### src/rtl/plic_arbiter_pkg.sv
// Shared constants, register offsets, FSM encoding and status layout for the
// platform-level interrupt arbiter.
package plic_arbiter_pkg;

    localparam int unsigned PLIC_SRC_NUM           = 16;
    localparam int unsigned PLIC_PRIO_W            = 3;
    localparam int unsigned PLIC_ID_W              = 5;
    localparam int unsigned PLIC_ADDR_W            = 6;
    localparam int unsigned PLIC_DATA_W            = 32;
    localparam int unsigned PLIC_MCAUSE_EXT_OFFSET = 4;
    localparam int unsigned PLIC_ERR_BIT           = 8;

    // Word addresses of the configuration registers
    localparam logic [PLIC_ADDR_W-1:0] PLIC_ENABLE    = 6'h00;
    localparam logic [PLIC_ADDR_W-1:0] PLIC_EDGE      = 6'h01;
    localparam logic [PLIC_ADDR_W-1:0] PLIC_THRESH    = 6'h02;
    localparam logic [PLIC_ADDR_W-1:0] PLIC_PENDING   = 6'h03;
    localparam logic [PLIC_ADDR_W-1:0] PLIC_STATUS    = 6'h04;
    localparam logic [PLIC_ADDR_W-1:0] PLIC_PRIO_BASE = 6'h10;

    typedef enum logic [1:0] {
        ST_IDLE  = 2'd0,
        ST_OFFER = 2'd1,
        ST_BUSY  = 2'd2
    } plic_state_e;

    // Status register image: {err[8], state[7:6], rsvd[5], claimed_id[4:0]}
    typedef struct packed {
        logic                 err;
        plic_state_e          state;
        logic                 rsvd;
        logic [PLIC_ID_W-1:0] claimed_id;
    } plic_status_t;

    // mcause code the trap unit uses for a given external source ID
    function automatic logic [PLIC_ID_W-1:0] plic_mcause(input logic [PLIC_ID_W-1:0] id);
        return id + PLIC_ID_W'(PLIC_MCAUSE_EXT_OFFSET);
    endfunction

endpackage

### src/rtl/plic_arbiter_if.sv
// Configuration bus and ex_trap handshake between the arbiter (slave) and
// the system bus / trap unit (master).
interface plic_arbiter_if;
    import plic_arbiter_pkg::*;

    logic                   cfg_we_i;
    logic                   cfg_re_i;
    logic [PLIC_ADDR_W-1:0] cfg_addr_i;
    logic [PLIC_DATA_W-1:0] cfg_wdata_i;
    logic [PLIC_DATA_W-1:0] cfg_rdata_o;
    logic                   ex_trap_valid_o;
    logic [PLIC_ID_W-1:0]   ex_trap_id_o;
    logic                   ex_trap_ready_i;
    logic                   ex_trap_cplet_i;
    logic [PLIC_ID_W-1:0]   ex_trap_cplet_id_i;

    modport slave (
        input  cfg_we_i, cfg_re_i, cfg_addr_i, cfg_wdata_i,
        input  ex_trap_ready_i, ex_trap_cplet_i, ex_trap_cplet_id_i,
        output cfg_rdata_o, ex_trap_valid_o, ex_trap_id_o
    );

    modport master (
        output cfg_we_i, cfg_re_i, cfg_addr_i, cfg_wdata_i,
        output ex_trap_ready_i, ex_trap_cplet_i, ex_trap_cplet_id_i,
        input  cfg_rdata_o, ex_trap_valid_o, ex_trap_id_o
    );

endinterface

### src/rtl/plic_gateway.sv
// Per-source interrupt gateway: edge/level capture into a pending bit,
// blocked while the source is claimed.
// Ports: irq_i raw line, edge_mode_i 1=rising edge, claim_i clears pending and
// sets claimed, sw_clr_i software pending clear, cplet_i clears claimed,
// pending_o current pending bit.
module plic_gateway (
    input  logic clk,
    input  logic rst,
    input  logic irq_i,
    input  logic edge_mode_i,
    input  logic claim_i,
    input  logic sw_clr_i,
    input  logic cplet_i,
    output logic pending_o
);

    logic irq_prev_q;
    logic pending_q, pending_d;
    logic claimed_q, claimed_d;
    logic set_req;

    // Set is blocked from the claim cycle onward until completion
    always_comb begin
        set_req   = 1'b0;
        pending_d = pending_q;
        claimed_d = claimed_q;
        if (!(claimed_q || claim_i)) begin
            set_req = edge_mode_i ? (irq_i & ~irq_prev_q) : irq_i;
        end
        if (claim_i || sw_clr_i) begin
            pending_d = 1'b0;
        end
        if (set_req) begin
            pending_d = 1'b1;
        end
        if (claim_i) begin
            claimed_d = 1'b1;
        end else if (cplet_i) begin
            claimed_d = 1'b0;
        end
    end

    always_ff @(posedge clk or posedge rst) begin
        if (rst) begin
            irq_prev_q <= 1'b0;
            pending_q  <= 1'b0;
            claimed_q  <= 1'b0;
        end else begin
            irq_prev_q <= irq_i;
            pending_q  <= pending_d;
            claimed_q  <= claimed_d;
        end
    end

    assign pending_o = pending_q;

endmodule

### src/rtl/plic_arbiter.sv
// Platform-level interrupt arbiter: per-source gateways, priority/threshold
// arbitration and a one-at-a-time offer/claim/complete handshake to the trap
// unit, configured through a word-addressed register port.
// Ports: clk, rst (async active-high), src_irq_i raw lines, bus = config
// port plus ex_trap valid/id/ready/cplet signals.
module plic_arbiter
    import plic_arbiter_pkg::*;
#(
    parameter int unsigned SRC_NUM = PLIC_SRC_NUM,
    parameter int unsigned PRIO_W  = PLIC_PRIO_W
) (
    input  logic               clk,
    input  logic               rst,
    input  logic [SRC_NUM-1:0] src_irq_i,
    plic_arbiter_if.slave      bus
);

    logic [SRC_NUM-1:0]     enable_q, enable_d;
    logic [SRC_NUM-1:0]     edge_q, edge_d;
    logic [PRIO_W-1:0]      thresh_q, thresh_d;
    logic [PRIO_W-1:0]      prio_q [SRC_NUM];
    logic [PRIO_W-1:0]      prio_d [SRC_NUM];
    logic                   err_q, err_d;
    logic [PLIC_DATA_W-1:0] rdata_q, rdata_d;

    plic_state_e            state_q;
    logic                   valid_q;
    logic [PLIC_ID_W-1:0]   id_q;
    logic [PLIC_ID_W-1:0]   claimed_id_q;

    logic [SRC_NUM-1:0]     pending, claim_vec, cplet_vec, sw_clr;
    logic                   claim_fire, cplet_ok, cplet_bad;
    logic                   any_elig;
    logic [PRIO_W-1:0]      best_prio;
    logic [PLIC_ID_W-1:0]   best_id;
    plic_status_t           status;

    for (genvar g = 0; g < SRC_NUM; g++) begin : g_gw
        plic_gateway u_gw (
            .clk        (clk),
            .rst        (rst),
            .irq_i      (src_irq_i[g]),
            .edge_mode_i(edge_q[g]),
            .claim_i    (claim_vec[g]),
            .sw_clr_i   (sw_clr[g]),
            .cplet_i    (cplet_vec[g]),
            .pending_o  (pending[g])
        );
    end

    assign claim_fire = (state_q == ST_OFFER) && bus.ex_trap_ready_i;
    assign cplet_ok   = (state_q == ST_BUSY) && bus.ex_trap_cplet_i
                        && (bus.ex_trap_cplet_id_i == claimed_id_q);
    assign cplet_bad  = bus.ex_trap_cplet_i && !cplet_ok;

    // One-hot claim / completion strobes to the gateways
    always_comb begin
        claim_vec = '0;
        cplet_vec = '0;
        for (int unsigned i = 0; i < SRC_NUM; i++) begin
            claim_vec[i] = claim_fire && (id_q == PLIC_ID_W'(i));
            cplet_vec[i] = cplet_ok && (claimed_id_q == PLIC_ID_W'(i));
        end
    end

    // Highest priority wins; strict compare keeps the lowest ID on ties
    always_comb begin
        any_elig  = 1'b0;
        best_prio = '0;
        best_id   = '0;
        for (int unsigned i = 0; i < SRC_NUM; i++) begin
            if (pending[i] && enable_q[i] && (prio_q[i] > thresh_q)
                && (prio_q[i] > best_prio)) begin
                any_elig  = 1'b1;
                best_prio = prio_q[i];
                best_id   = PLIC_ID_W'(i);
            end
        end
    end

    // Register writes, software pending clear, error flag and read mux
    always_comb begin
        enable_d = enable_q;
        edge_d   = edge_q;
        thresh_d = thresh_q;
        prio_d   = prio_q;
        err_d    = err_q;
        sw_clr   = '0;
        rdata_d  = '0;
        status   = '{err: err_q, state: state_q, rsvd: 1'b0, claimed_id: claimed_id_q};
        if (bus.cfg_we_i) begin
            case (bus.cfg_addr_i)
                PLIC_ENABLE:  enable_d = bus.cfg_wdata_i[SRC_NUM-1:0];
                PLIC_EDGE:    edge_d   = bus.cfg_wdata_i[SRC_NUM-1:0];
                PLIC_THRESH:  thresh_d = bus.cfg_wdata_i[PRIO_W-1:0];
                PLIC_PENDING: sw_clr   = bus.cfg_wdata_i[SRC_NUM-1:0];
                PLIC_STATUS:  if (bus.cfg_wdata_i[PLIC_ERR_BIT]) err_d = 1'b0;
                default: ;
            endcase
            for (int unsigned i = 0; i < SRC_NUM; i++) begin
                if (bus.cfg_addr_i == PLIC_PRIO_BASE + PLIC_ADDR_W'(i)) begin
                    prio_d[i] = bus.cfg_wdata_i[PRIO_W-1:0];
                end
            end
        end
        if (cplet_bad) begin
            err_d = 1'b1;
        end
        if (bus.cfg_re_i) begin
            case (bus.cfg_addr_i)
                PLIC_ENABLE:  rdata_d = PLIC_DATA_W'(enable_q);
                PLIC_EDGE:    rdata_d = PLIC_DATA_W'(edge_q);
                PLIC_THRESH:  rdata_d = PLIC_DATA_W'(thresh_q);
                PLIC_PENDING: rdata_d = PLIC_DATA_W'(pending);
                PLIC_STATUS:  rdata_d = PLIC_DATA_W'(status);
                default: ;
            endcase
            for (int unsigned i = 0; i < SRC_NUM; i++) begin
                if (bus.cfg_addr_i == PLIC_PRIO_BASE + PLIC_ADDR_W'(i)) begin
                    rdata_d = PLIC_DATA_W'(prio_q[i]);
                end
            end
        end
    end

    always_ff @(posedge clk or posedge rst) begin
        if (rst) begin
            enable_q <= '0;
            edge_q   <= '0;
            thresh_q <= '0;
            prio_q   <= '{default: '0};
            err_q    <= 1'b0;
            rdata_q  <= '0;
        end else begin
            enable_q <= enable_d;
            edge_q   <= edge_d;
            thresh_q <= thresh_d;
            prio_q   <= prio_d;
            err_q    <= err_d;
            rdata_q  <= rdata_d;
        end
    end

    // Offer FSM: the offer is latched in IDLE and held untouched until ready
    always_ff @(posedge clk or posedge rst) begin
        if (rst) begin
            state_q      <= ST_IDLE;
            valid_q      <= 1'b0;
            id_q         <= '0;
            claimed_id_q <= '0;
        end else begin
            case (state_q)
                ST_IDLE: if (any_elig) begin
                    id_q    <= best_id;
                    valid_q <= 1'b1;
                    state_q <= ST_OFFER;
                end
                ST_OFFER: if (bus.ex_trap_ready_i) begin
                    valid_q      <= 1'b0;
                    claimed_id_q <= id_q;
                    state_q      <= ST_BUSY;
                end
                ST_BUSY: if (cplet_ok) begin
                    claimed_id_q <= '0;
                    state_q      <= ST_IDLE;
                end
                default: state_q <= ST_IDLE;
            endcase
        end
    end

    assign bus.cfg_rdata_o     = rdata_q;
    assign bus.ex_trap_valid_o = valid_q;
    assign bus.ex_trap_id_o    = id_q;

endmodule

### src/flat_wrapper.sv
// flat-port wrapper written by rule: the top's interface ports become plain ports
module plic_arbiter_flat import plic_arbiter_pkg::*;
#(
    parameter int unsigned SRC_NUM = PLIC_SRC_NUM,
    parameter int unsigned PRIO_W  = PLIC_PRIO_W
)
  (clk, rst, src_irq_i, bus_cfg_we_i, bus_cfg_re_i, bus_cfg_addr_i, bus_cfg_wdata_i, bus_ex_trap_ready_i, bus_ex_trap_cplet_i, bus_ex_trap_cplet_id_i, bus_cfg_rdata_o, bus_ex_trap_valid_o, bus_ex_trap_id_o);
  plic_arbiter_if bus_i ();
  input  logic clk;
  input  logic rst;
  input  logic [SRC_NUM-1:0] src_irq_i;
  input wire logic [$bits(bus_i.cfg_we_i)-1:0] bus_cfg_we_i;
  input wire logic [$bits(bus_i.cfg_re_i)-1:0] bus_cfg_re_i;
  input wire logic [$bits(bus_i.cfg_addr_i)-1:0] bus_cfg_addr_i;
  input wire logic [$bits(bus_i.cfg_wdata_i)-1:0] bus_cfg_wdata_i;
  input wire logic [$bits(bus_i.ex_trap_ready_i)-1:0] bus_ex_trap_ready_i;
  input wire logic [$bits(bus_i.ex_trap_cplet_i)-1:0] bus_ex_trap_cplet_i;
  input wire logic [$bits(bus_i.ex_trap_cplet_id_i)-1:0] bus_ex_trap_cplet_id_i;
  output wire logic [$bits(bus_i.cfg_rdata_o)-1:0] bus_cfg_rdata_o;
  output wire logic [$bits(bus_i.ex_trap_valid_o)-1:0] bus_ex_trap_valid_o;
  output wire logic [$bits(bus_i.ex_trap_id_o)-1:0] bus_ex_trap_id_o;
  assign bus_i.cfg_we_i = bus_cfg_we_i;
  assign bus_i.cfg_re_i = bus_cfg_re_i;
  assign bus_i.cfg_addr_i = bus_cfg_addr_i;
  assign bus_i.cfg_wdata_i = bus_cfg_wdata_i;
  assign bus_i.ex_trap_ready_i = bus_ex_trap_ready_i;
  assign bus_i.ex_trap_cplet_i = bus_ex_trap_cplet_i;
  assign bus_i.ex_trap_cplet_id_i = bus_ex_trap_cplet_id_i;
  assign bus_cfg_rdata_o = bus_i.cfg_rdata_o;
  assign bus_ex_trap_valid_o = bus_i.ex_trap_valid_o;
  assign bus_ex_trap_id_o = bus_i.ex_trap_id_o;
  plic_arbiter #(.SRC_NUM(SRC_NUM), .PRIO_W(PRIO_W)) u_core (.clk(clk), .rst(rst), .src_irq_i(src_irq_i), .bus(bus_i));
endmodule
### config.mk
export PLATFORM = sky130hd
export DESIGN_NAME = plic_arbiter_flat
export DESIGN_NICKNAME = d
export VERILOG_FILES = /design/src/rtl/plic_arbiter_pkg.sv /design/src/rtl/plic_arbiter_if.sv /design/src/rtl/plic_gateway.sv /design/src/rtl/plic_arbiter.sv /design/src/flat_wrapper.sv
export SDC_FILE = /design/constraint.sdc
export NUM_CORES = 1
export LEC_CHECK = 0
export BUFFER_PORTS_ARGS = -buffer_cell sky130_fd_sc_hd__buf_2
export CAP_MARGIN = 15
export CORE_MARGIN = 2
export CORE_UTILIZATION = 40
export CTS_BUF_LIST = sky130_fd_sc_hd__clkbuf_16
export DETAILED_ROUTE_END_ITERATION = 10
export GPL_ROUTABILITY_DRIVEN = 0
export HOLD_SLACK_MARGIN = 0.06
export SYNTH_ARGS = -nofsm -noshare
export SYNTH_HDL_FRONTEND = slang
export SYNTH_SLANG_ARGS = --single-unit
### constraint.sdc
create_clock -name clk -period 33.5 [get_ports clk]
set_input_delay 1.675 -clock clk [delete_from_list [all_inputs] [get_ports clk]]
set_output_delay 1.675 -clock clk [all_outputs]
set_load 0.05 [all_outputs]
==> results.md <==
- Count leader, synth: dfrtp_1
- Die Ht: 163 um
- Die W: between 150 and 200 um
- Worst-path clk slew: ~0.070 ns
- CP top delay family: compound AO/OA/AOI/OAI gates
- Post-route ant nets: 0
- Top Ports: 103
- Iter 0 DRT Violations: 685
- ANT cells: 0
- Post-synthesis async set-or-reset flop share: 1.00
- Switch Pwr: 0.227 mW
- Leak Pwr: around 5.3 nW
- Worst Hold Slack: 0.508 ns
- DP Area: 10800 um^2
- All-Layer GR Usage: 0.226
- Routed WL: 29400 um
- Post-CTS Resized: 0
- CP peak stage delay: about 0.71 ns
- Combinational share of power: 0.279
- Max Cap Viol: 0
- Sequential-to-total area share from yosys stat: 0.391
- Hold-fix buffers at CTS: 0
- Achievable Freq: 0.0456 GHz
- Area contributors post-synth: dfrtp_1 (39%), mux2_2 (10%), ha_1 (8.9%)
- Setup ws final: 11.57 ns
- Post-Layout Inst Area: 11400 um^2
- Min-Delay Path Class: register to register
- Vias in the first global route: 8265
- Crit path capture type: register
- Largest net degree at the start of global routing: around 110
- Max-slew violations: 0
- Synth Register Bits: 159
- Remaining global-route overflow: 0
- Setup Fix Bufs, Post-CTS: 0
- Hpwl dp: 21500 um
- Ratio of cells with drive above 1 in the final layout: 0.203
- Initial Utilization: 0.406
- Most frequent cell on the critical path: ha_1
- Post-synth top flop: dfrtp_1
- Hold Fails Final Rpt: 0
- Worst Path Max Fanout: 17
- First-pass GRT wire length: 46400 um
- Pre-CTS setup slack: around 12 ns
- Yosys top cell area share: 0.391
- Least-Margin Pin Slew: 1.23 ns
- Net Sw Frac: 0.371
- Pwr Total: 0.612 mW
- Req. time, crit path: 33.81 ns
- CTS max path bufs: 2
- Worst skew pair latency: 0.43 ns
- Post-Syn Area per Cell: between 9 and 10 um^2
- Clock Skew: 0.0172 ns
- Startpoint types: register
- Synth cell count leaders: dfrtp_1 (159), nand2_1 (108), mux2_2 (94)
- Finished Layout Cells: 1480
- Kind of critical path: register to register
- Initial antenna violation count: 0
- Status: finished, final reports clean
- YS warnings: 0
- Fin util: 0.456
- Synth unique cells: 73
- Cell Area, Synth: 10200 um^2
- Reg power frac: 0.407
- Via count: 8491
- Crit path time final: 21.93 ns
- Worst path arrival time: 22.23 ns
- DR WL/cell: 19.9 um
- Syn Inst Count: 1069
- Vias/cell: 5.74
- Drt drc: 0
- VDD IR max: roughly 0.03 mV
- CTS tree: done
- Tcrit/Tclk final: 0.655
- Worst path bufs/invs: 2
- Highest-delay cell along the critical path: nor3_1
- TNS Setup: 0 ns
- Final-layout fill cell count: 2438
- Number of flops mapped to enable cells by yosys: 0
- Internal: a little under 0.4 mW
- Clk root buf: clkbuf_16
- Synth-to-Final Area Change: 12.2%
- TritonCTS Buffers: 17
- Core Rows: 58
- Clock power share: 0.313
- Pwr dens: 53.7 nW/um^2
- RSZ-0062 raised after global routing: false
- Htree depth: 4
- Final setup violation count: 0
- Rel. slew slack: 0.175
- DP Cell Count: 1448
- Nets: 1274
- Yosys top cell by area: dfrtp_1
- Core area: around 25000 um^2
- Die area: 26700 um^2
- I/O Buffers: slightly below 70
- DR pass1 iterations: 5
- Clk sinks: 159
worst min-delay path: stages (launching register included):
cell and delay [ns]:
dfrtp_1 0.36, nand2_1 0.05, nand2_1 0.06
state kept, by name, summed over array words and instances, names as in the netlist, 2 cells and up:
name / count
u_core.g_gw.u_gw.claimed_q: 16
u_core.claimed_id_q: 4
u_core.bus.ex_trap_id_o: 4
u_core.edge_q: 16
u_core.bus.cfg_rdata_o: 16
u_core.enable_q: 16
u_core.g_gw.u_gw.pending_o: 16
u_core.g_gw.u_gw.irq_prev_q: 16
u_core.thresh_q: 3
u_core.state_q: 2
u_core.prio_q: 48
cell usage in the layout (no fill, tap or decap), types with 6 or more instances in the layout:
cell | netlist | layout
o211ai_1 | 8 | 8
a22oi_1 | 21 | 21
nor2_1 | 80 | 79
nand3b_1 | 7 | 7
inv_1 | 64 | 63
a21oi_1 | 63 | 63
nor2b_1 | 20 | 20
dfrtp_1 | 159 | 159
o31ai_1 | 7 | 7
or2_2 | 6 | 6
clkbuf_16 | 0 | 17
buf_2 | 0 | 69
nand3_1 | 48 | 48
a21o_1 | 14 | 14
conb_1 | 1 | 17
o21ai_0 | 56 | 56
a211oi_1 | 19 | 19
ha_1 | 72 | 72
inv_6 | 0 | 6
buf_4 | 17 | 10
and2_1 | 8 | 8
mux2_2 | 94 | 94
a31oi_1 | 10 | 10
nand4_1 | 6 | 6
a311oi_1 | 8 | 8
nand2b_1 | 13 | 13
nand2_1 | 108 | 108
o2111ai_1 | 9 | 9
nor3_1 | 17 | 17
power groups by stage:
stage	Clock [mW]	Sequential (mW)	Combinational, mW
after floorplan	0	0.245	0.124
after global placement	0	0.251	0.165
after detailed placement	0	0.251	0.170
after CTS	0.194	0.248	0.171
after global routing	0.203	0.252	0.192
final	0.192	0.249	0.171
cell type report:
| cell class | count | area [um^2] | area share |
|---|---|---|---|
| inverters | 64 | 245 | 0.0215 |
| flip-flops and latches | 159 | 3980 | 0.349 |
| clock inverters | 15 | 163 | 0.0143 |
| multi-input cells | 816 | 5760 | 0.505 |
| clock buffers | 17 | 425 | 0.0373 |
| well taps | 330 | 413 | 0.0362 |
| repair buffers | 79 | 420 | 0.0369 |
logic make-up after synthesis:
kind of cell / after synthesis / synth area share
multiplexers: 105 / 0.120
AO/OA/AOI/OAI: 278 / 0.187
XOR/XNOR: 4 / 0.00345
other: 1 / 0.000369
adder cells (fa/ha/maj): 76 / 0.0926
AND/OR/NAND/NOR: 336 / 0.157
buffers and inverters: 110 / 0.0476
flip-flops: 159 / 0.391
path summary, 6_finish.rpt:
check                      slack, ns                        from                       endpoint  cells past startpoint
max in group asynchronous      30.84                         rst  u_core.g_gw[2].u_gw.claimed_q                      3
min in group asynchronous       1.42                         rst               u_core.edge_q[4]                      2
max reg2reg                    11.57          u_core.thresh_q[1]     u_core.bus.ex_trap_id_o[0]                     94
min                             0.51  u_core.bus.ex_trap_valid_o     u_core.bus.ex_trap_valid_o                      2
min reg2reg                     0.51  u_core.bus.ex_trap_valid_o     u_core.bus.ex_trap_valid_o                      2
max                            11.57          u_core.thresh_q[1]     u_core.bus.ex_trap_id_o[0]                     94
metal layers:
metal,vias to the layer above,wire length (um),GRT usage
met5,-,0,0
met4,0,522,0.0619
met3,42,1460,0.0348
met2,238,14000,0.374
met1,4155,13400,0.309
li1,4056,-,-
(Power assumes the default switching activity.)
